[src/rtl/ultrasonic_multi_ranger_if.sv]
// Control, echo and result signals between the ranging controller and its sensors/consumer.
// The master drives enable/mode/select and the raw echoes; the slave (ranger) returns triggers and results.
interface ultrasonic_multi_ranger_if #(
  parameter int NCH   = 4,
  parameter int CH_W  = 2,
  parameter int CNT_W = 24
);
  logic             en;
  logic             mode;
  logic [CH_W-1:0]  sel_ch;
  logic [NCH-1:0]   echo;
  logic [NCH-1:0]   trig;
  logic [CNT_W-1:0] meas;
  logic [CH_W-1:0]  meas_ch;
  logic             meas_valid;
  logic             timeout;
  logic             busy;

  modport master (
    output en, mode, sel_ch, echo,
    input  trig, meas, meas_ch, meas_valid, timeout, busy
  );

  modport slave (
    input  en, mode, sel_ch, echo,
    output trig, meas, meas_ch, meas_valid, timeout, busy
  );
endinterface

[src/rtl/ultrasonic_multi_ranger.sv]
// Multi-channel ultrasonic ranger: one trigger per PERIOD_CYC slot, echo width measured with timeout.
// Result strobe lands 3 cycles after the raw echo fall; no backpressure, the consumer must take every strobe.
module ultrasonic_multi_ranger #(
  parameter int NCH         = 4,
  parameter int CH_W        = 2,
  parameter int TRIG_CYC    = 500,
  parameter int PERIOD_CYC  = 3000000,
  parameter int TIMEOUT_CYC = 1500000,
  parameter int CNT_W       = 24
) (
  input  logic                     clk,
  input  logic                     rst,
  ultrasonic_multi_ranger_if.slave rng
);
  localparam int SLOT_W = $clog2(PERIOD_CYC);
  localparam int TO_W   = $clog2(TIMEOUT_CYC + 1);

  localparam logic [2:0] S_IDLE      = 3'd0;
  localparam logic [2:0] S_TRIG      = 3'd1;
  localparam logic [2:0] S_WAIT_RISE = 3'd2;
  localparam logic [2:0] S_MEASURE   = 3'd3;
  localparam logic [2:0] S_HOLDOFF   = 3'd4;

  localparam logic [SLOT_W-1:0] SLOT_LAST = SLOT_W'(PERIOD_CYC - 1);
  localparam logic [SLOT_W-1:0] TRIG_LAST = SLOT_W'(TRIG_CYC - 1);
  localparam logic [TO_W-1:0]   TO_LAST   = TO_W'(TIMEOUT_CYC - 1);
  localparam logic [CH_W-1:0]   CH_LAST   = CH_W'(NCH - 1);
  localparam logic [CH_W:0]     NCH_L     = (CH_W + 1)'(NCH);

  logic [2:0]        state_q, state_d;
  logic [SLOT_W-1:0] slot_cnt_q, slot_cnt_d;
  logic [TO_W-1:0]   to_cnt_q, to_cnt_d;
  logic [CNT_W-1:0]  echo_cnt_q, echo_cnt_d;
  logic [CH_W-1:0]   ch_q, ch_d;
  logic [CH_W-1:0]   rr_q, rr_d;
  logic [NCH-1:0]    sync1_q, sync2_q, prev_q;
  logic [CNT_W-1:0]  meas_q, meas_d;
  logic [CH_W-1:0]   meas_ch_q, meas_ch_d;
  logic              meas_valid_q, meas_valid_d;
  logic              timeout_q, timeout_d;

  logic              echo_cur, echo_prev, echo_rise, echo_fall;
  logic              to_hit, start_slot;
  logic [CH_W-1:0]   slot_ch;
  logic [NCH-1:0]    trig_vec;

  // Only the channel owning the current slot is observed; other echoes are crosstalk.
  assign echo_cur  = sync2_q[ch_q];
  assign echo_prev = prev_q[ch_q];
  assign echo_rise = echo_cur & ~echo_prev;
  assign echo_fall = ~echo_cur & echo_prev;
  assign to_hit    = (to_cnt_q == TO_LAST);

  always_comb begin
    slot_ch = '0;
    if (rng.mode) begin
      slot_ch = rr_q;
    end else if ({1'b0, rng.sel_ch} < NCH_L) begin
      slot_ch = rng.sel_ch;
    end
  end

  always_comb begin
    state_d      = state_q;
    slot_cnt_d   = slot_cnt_q;
    to_cnt_d     = to_cnt_q;
    echo_cnt_d   = echo_cnt_q;
    ch_d         = ch_q;
    rr_d         = rr_q;
    meas_d       = meas_q;
    meas_ch_d    = meas_ch_q;
    meas_valid_d = 1'b0;
    timeout_d    = 1'b0;
    start_slot   = 1'b0;

    case (state_q)
      S_IDLE: begin
        if (rng.en) begin
          start_slot = 1'b1;
        end
      end
      S_TRIG: begin
        slot_cnt_d = slot_cnt_q + 1'b1;
        if (slot_cnt_q == TRIG_LAST) begin
          state_d  = S_WAIT_RISE;
          to_cnt_d = '0;
        end
      end
      S_WAIT_RISE: begin
        slot_cnt_d = slot_cnt_q + 1'b1;
        to_cnt_d   = to_cnt_q + 1'b1;
        if (to_hit) begin
          meas_d       = '1;
          meas_ch_d    = ch_q;
          meas_valid_d = 1'b1;
          timeout_d    = 1'b1;
          state_d      = S_HOLDOFF;
        end else if (echo_rise) begin
          echo_cnt_d = CNT_W'(1);
          state_d    = S_MEASURE;
        end
      end
      S_MEASURE: begin
        slot_cnt_d = slot_cnt_q + 1'b1;
        to_cnt_d   = to_cnt_q + 1'b1;
        // A fall coinciding with the timeout still counts as a completed echo.
        if (echo_fall) begin
          meas_d       = echo_cnt_q;
          meas_ch_d    = ch_q;
          meas_valid_d = 1'b1;
          state_d      = S_HOLDOFF;
        end else if (to_hit) begin
          meas_d       = '1;
          meas_ch_d    = ch_q;
          meas_valid_d = 1'b1;
          timeout_d    = 1'b1;
          state_d      = S_HOLDOFF;
        end else if (echo_cur && (echo_cnt_q != '1)) begin
          echo_cnt_d = echo_cnt_q + 1'b1;
        end
      end
      S_HOLDOFF: begin
        slot_cnt_d = slot_cnt_q + 1'b1;
        if (slot_cnt_q == SLOT_LAST) begin
          if (rng.en) begin
            start_slot = 1'b1;
          end else begin
            state_d = S_IDLE;
          end
        end
      end
      default: begin
        state_d = S_IDLE;
      end
    endcase

    // Channel and pointer only move at a slot boundary.
    if (start_slot) begin
      state_d    = S_TRIG;
      slot_cnt_d = '0;
      ch_d       = slot_ch;
      if (rng.mode) begin
        rr_d = (rr_q == CH_LAST) ? '0 : rr_q + 1'b1;
      end
    end
  end

  always_ff @(posedge clk or posedge rst) begin
    if (rst) begin
      state_q      <= S_IDLE;
      slot_cnt_q   <= '0;
      to_cnt_q     <= '0;
      echo_cnt_q   <= '0;
      ch_q         <= '0;
      rr_q         <= '0;
      sync1_q      <= '0;
      sync2_q      <= '0;
      prev_q       <= '0;
      meas_q       <= '0;
      meas_ch_q    <= '0;
      meas_valid_q <= 1'b0;
      timeout_q    <= 1'b0;
    end else begin
      state_q      <= state_d;
      slot_cnt_q   <= slot_cnt_d;
      to_cnt_q     <= to_cnt_d;
      echo_cnt_q   <= echo_cnt_d;
      ch_q         <= ch_d;
      rr_q         <= rr_d;
      sync1_q      <= rng.echo;
      sync2_q      <= sync1_q;
      prev_q       <= sync2_q;
      meas_q       <= meas_d;
      meas_ch_q    <= meas_ch_d;
      meas_valid_q <= meas_valid_d;
      timeout_q    <= timeout_d;
    end
  end

  always_comb begin
    trig_vec = '0;
    if (state_q == S_TRIG) begin
      trig_vec[ch_q] = 1'b1;
    end
  end

  assign rng.trig       = trig_vec;
  assign rng.meas       = meas_q;
  assign rng.meas_ch    = meas_ch_q;
  assign rng.meas_valid = meas_valid_q;
  assign rng.timeout    = timeout_q;
  assign rng.busy       = (state_q != S_IDLE);

endmodule
[src/flat_wrapper.sv]
// flat-port wrapper written by rule: the top's interface ports become plain ports
module ultrasonic_multi_ranger_flat 
#(
  parameter int NCH         = 4,
  parameter int CH_W        = 2,
  parameter int TRIG_CYC    = 500,
  parameter int PERIOD_CYC  = 3000000,
  parameter int TIMEOUT_CYC = 1500000,
  parameter int CNT_W       = 24
)
  (clk, rst, rng_en, rng_mode, rng_sel_ch, rng_echo, rng_trig, rng_meas, rng_meas_ch, rng_meas_valid, rng_timeout, rng_busy);
  ultrasonic_multi_ranger_if #(.NCH(NCH), .CH_W(CH_W), .CNT_W(CNT_W)) rng_i ();
  input  logic clk;
  input  logic rst;
  input wire logic [$bits(rng_i.en)-1:0] rng_en;
  input wire logic [$bits(rng_i.mode)-1:0] rng_mode;
  input wire logic [$bits(rng_i.sel_ch)-1:0] rng_sel_ch;
  input wire logic [$bits(rng_i.echo)-1:0] rng_echo;
  output wire logic [$bits(rng_i.trig)-1:0] rng_trig;
  output wire logic [$bits(rng_i.meas)-1:0] rng_meas;
  output wire logic [$bits(rng_i.meas_ch)-1:0] rng_meas_ch;
  output wire logic [$bits(rng_i.meas_valid)-1:0] rng_meas_valid;
  output wire logic [$bits(rng_i.timeout)-1:0] rng_timeout;
  output wire logic [$bits(rng_i.busy)-1:0] rng_busy;
  assign rng_i.en = rng_en;
  assign rng_i.mode = rng_mode;
  assign rng_i.sel_ch = rng_sel_ch;
  assign rng_i.echo = rng_echo;
  assign rng_trig = rng_i.trig;
  assign rng_meas = rng_i.meas;
  assign rng_meas_ch = rng_i.meas_ch;
  assign rng_meas_valid = rng_i.meas_valid;
  assign rng_timeout = rng_i.timeout;
  assign rng_busy = rng_i.busy;
  ultrasonic_multi_ranger #(.NCH(NCH), .CH_W(CH_W), .TRIG_CYC(TRIG_CYC), .PERIOD_CYC(PERIOD_CYC), .TIMEOUT_CYC(TIMEOUT_CYC), .CNT_W(CNT_W)) u_core (.clk(clk), .rst(rst), .rng(rng_i));
endmodule
[config.mk]
export PLATFORM = sky130hd
export DESIGN_NAME = ultrasonic_multi_ranger_flat
export DESIGN_NICKNAME = d
export VERILOG_FILES = /design/src/rtl/ultrasonic_multi_ranger_if.sv /design/src/rtl/ultrasonic_multi_ranger.sv /design/src/flat_wrapper.sv
export SDC_FILE = /design/constraint.sdc
export NUM_CORES = 1
export LEC_CHECK = 0
export ABC_AREA = 1
export BUFFER_PORTS_ARGS = -buffer_cell sky130_fd_sc_hd__buf_2
export CAP_MARGIN = 20
export CORE_ASPECT_RATIO = 1.1
export CORE_MARGIN = 2
export CORE_UTILIZATION = 54
export DETAILED_ROUTE_END_ITERATION = 12
export GPL_ROUTABILITY_DRIVEN = 1
export PLACE_DENSITY_LB_ADDON = 0.3
export SYNTH_ARGS = -nofsm -noshare
export SYNTH_HDL_FRONTEND = slang
export SYNTH_SLANG_ARGS = --single-unit
export TNS_END_PERCENT = 100
[constraint.sdc]
create_clock -name clk -period 5 [get_ports clk]
set_input_delay 0.25 -clock clk [delete_from_list [all_inputs] [get_ports clk]]
set_output_delay 0.25 -clock clk [all_outputs]
set_load 0.1 [all_outputs]
==> run_results.csv <==
group,metric,value,unit
sta,fin_crit_sh,48.8,%
finish,drive_above_1_share,12.6,%
finish,area_growth,13.3,%
cts,clk_latency,0.43,ns
sta,finalMaxSlewViolations,0,
synthesis,synth_top_area_share,44.4,%
synthesis,syn_area_per_cell,7.46,um2
synthesis,ys.flop_type,"dfrtp_1",
critical_path,r2r_slack,2.57,ns
placed_design,dpl_cell_area,6700,um2
cts,postCtsSetupBuffers,0,
synthesis,synth_fp_nets,875,
finish,final_cells,1068,
floorplan,rows,41,
sta,rsz0062_at_grt,"no",
cts,htreeDepth,4,
critical_path,end_kind,"primary output",
cts,clkTransAtPathRegs,0.06,ns
sta,post-route-min-period,2.44,ns
global_route,groute.usage.overall,24.0,%
floorplan,io_pins,43,
job,cap_violations,0,
critical_path,cp_max_fo,5,
cts,clock-root-buffer,"clkbuf_16",
cts,cts.sinks,114,
global_route,grt_pass1_wl,24400,um
drt,drtIter0Drc,459,
floorplan,coreArea,11500,um2
finish,nNetsFinal,919,
synthesis,syn-cell-area,6420,um2
pwr,peakVddDrop,0.447,mV
sta,slew_headroom,39.7,%
floorplan,fp.dieW,108,um
synthesis,synth_edf_count,0,
critical_path,reg2reg_depth,11,
synthesis,synth.distinct_cells,37,
finish,final_cell_area,7270,um2
sta,timing.final.hold_violations,0,
global_route,gr-total-overflow,0,
critical_path,crit_start,"u_core.state_q[2]$_DFFE_PP0P_",
synthesis,synth_seq_cells,114,
critical_path,start_kind,"flop",
pwr,p_total,4.25,mW
sta,tightest_slew,0.904,ns
floorplan,initial_core_util,55.6,%
hold_path,min_path_type,"input port to asynchronous set/reset pin",
cts,cts_tree,"done",
drt,drc,0,
global_route,grt_pass1_vias,5184,
cts,holdBufCountCts,4,
drt,num_vias,5667,
placed_design,place_hpwl,9940,um
synthesis,seq_area_frac_synth,44.4,%
pwr,p_per_area,584,nW/um2
finish,final_cell_mix,"232 x nand2_1, 123 x nor2_1, 114 x dfrtp_1",
drt,drt_first_pass_iters,5,
critical_path,r2r-start,"u_core.ch_q[0]$_DFFE_PP0N_",
critical_path,crit_type,"flop to primary output",
critical_path,worstSetupEndpoint,"rng_trig[3]",
placed_design,numPlacedInstances,1032,
critical_path,cp.arrival,2.19,ns
floorplan,die_y,118,um
global_route,antenna_found_initial,0,
synthesis,synth_top_cell_by_area,"dfrtp_1",
synthesis,synthTopCellsByArea,"dfrtp_1 44%, nand2_1 14%, nor2_1 7.2%, nand3_1 5.9%, inv_1 5.6%",
drt,routed_via_density,5.31,
drt,wl,14100,um
cts,clock_path_buffers,2,
floorplan,die_area,12800,um2
pwr,p_leak,3.47,nW
global_route,grt_max_degree,77,
sta,setup_viol,0,
status,status,"finished clean",
synthesis,syn_inst,861,
sta,tns,0,ns
cts,cts_resized,0,
sta,clock.fmax,410,MHz
drt,wl_per_cell,13.2,um
finish,layout_commonest_cell,"nand2_1",
critical_path,rr_endpoint,"u_core.echo_cnt_q[3]$_DFFE_PP0P_",
sta,skew,0.00487,ns
drt,ant_nets,0,
synthesis,synth_async_sr_flop_share,100,%
synthesis,ys.warnings.count,0,
critical_path,cp.required,4.75,ns
cts,cts_inserted_buffers,17,
finish,n_antenna_cell,0,
placed_design,globalplace.congestion,0.921,
placed_design,portBuffers,42,
[how the worst min path moves through the flow]
stage	startpoint	end	cells after the start
2_1_floorplan	rng_echo[0]	u_core.sync1_q[0]$_DFF_PP0_	0
3_3_place_gp	u_core.sync1_q[0]$_DFF_PP0_	u_core.sync2_q[0]$_DFF_PP0_	0
3_5_place_dp	u_core.sync1_q[1]$_DFF_PP0_	u_core.sync2_q[1]$_DFF_PP0_	0
4_1_cts	rst	u_core.rng.meas_valid$_DFF_PP0_	2
5_1_grt	rng_sel_ch[0]	u_core.ch_q[0]$_DFFE_PP0N_	3
6_report	rst	u_core.echo_cnt_q[2]$_DFFE_PP0P_	2
[worst max-delay path: stages, from the launching register on]
cell and delay, ns:
dfrtp_1 0.49, inv_2 0.13, nand2_1 0.08, nor2_1 0.20, inv_1 0.15, nor3_1 0.23, buf_2 0.48
[power by group]
part           total (mW)  switching, mW  internal (mW)
Sequential           1.24          0.145           1.10
Clock                1.08          0.451          0.633
Combinational        1.92           1.57          0.346
Total                4.25           2.17           2.07
[area by class of cell]
| class | instances | area (um2) |
|---|---|---|
| fillers | 1005 | 4270 |
| multi-input cells | 620 | 3040 |
| flip-flops and latches | 114 | 2850 |
| clock buffers | 17 | 425 |
| inverters | 105 | 402 |
| repair buffers | 47 | 258 |
| well taps | 150 | 188 |
| clock inverters | 15 | 114 |
[logic make-up after synthesis]
kind of cell | count (synthesis) | share of synthesized area (%)
xor+xnor | 37 | 5.05
buf+inv | 127 | 8.28
simple gates | 507 | 34.8
flops | 114 | 44.4
compound gates | 72 | 6.68
fa+ha+maj | 4 | 0.780
[metal layers]
layer | up-vias | wire, um | global-route usage, %
li1 | 2860 | - | -
met1 | 2643 | 6680 | 33.5
met2 | 143 | 6490 | 36.2
met3 | 21 | 725 | 5.46
met4 | 0 | 252 | 9.46
met5 | - | 0 | 0
[flip-flops by register name, indices dropped and copies added (netlist names)]
signal and count:
u_core.sync2_q 4, u_core.rng.meas 24, u_core.rr_q 2, u_core.sync1_q 4, u_core.rng.meas_ch 2, u_core.prev_q 4, u_core.ch_q 2, u_core.slot_cnt_q 22
u_core.rng.meas_valid 1, u_core.to_cnt_q 21, u_core.echo_cnt_q 24, u_core.state_q 3, u_core.rng.timeout 1
[Yosys cell counts (all sizes together), types with 2 or more instances]
master  count
nand2     249
nor2      131
dfrtp     114
inv       105
nand3      77
o22ai      31
xor2       29
o21ai      22
nand4      20
nor3       20
buf        17
a21oi       9
xnor2       8
a31oi       5
clkbuf      5
ha          4
nor4        4
o211ai      3
nand3b      2
nor3b       2
o21a        2
[per-stage QoR]
step / setup WS [ns] / util (%) / hold WS, ns
2_1_floorplan: 1.73 / - / 0.281
3_3_place_gp: 2.69 / 58.0 / 0.333
3_5_place_dp: 2.59 / 58.0 / 0.340
4_1_cts: 2.58 / 63.0 / 0.0625
5_1_grt: 2.34 / 63.0 / 0.109
6_report: 2.56 / 63.0 / 0.0117
No activity file was read; power rests on OpenSTA's default activity.
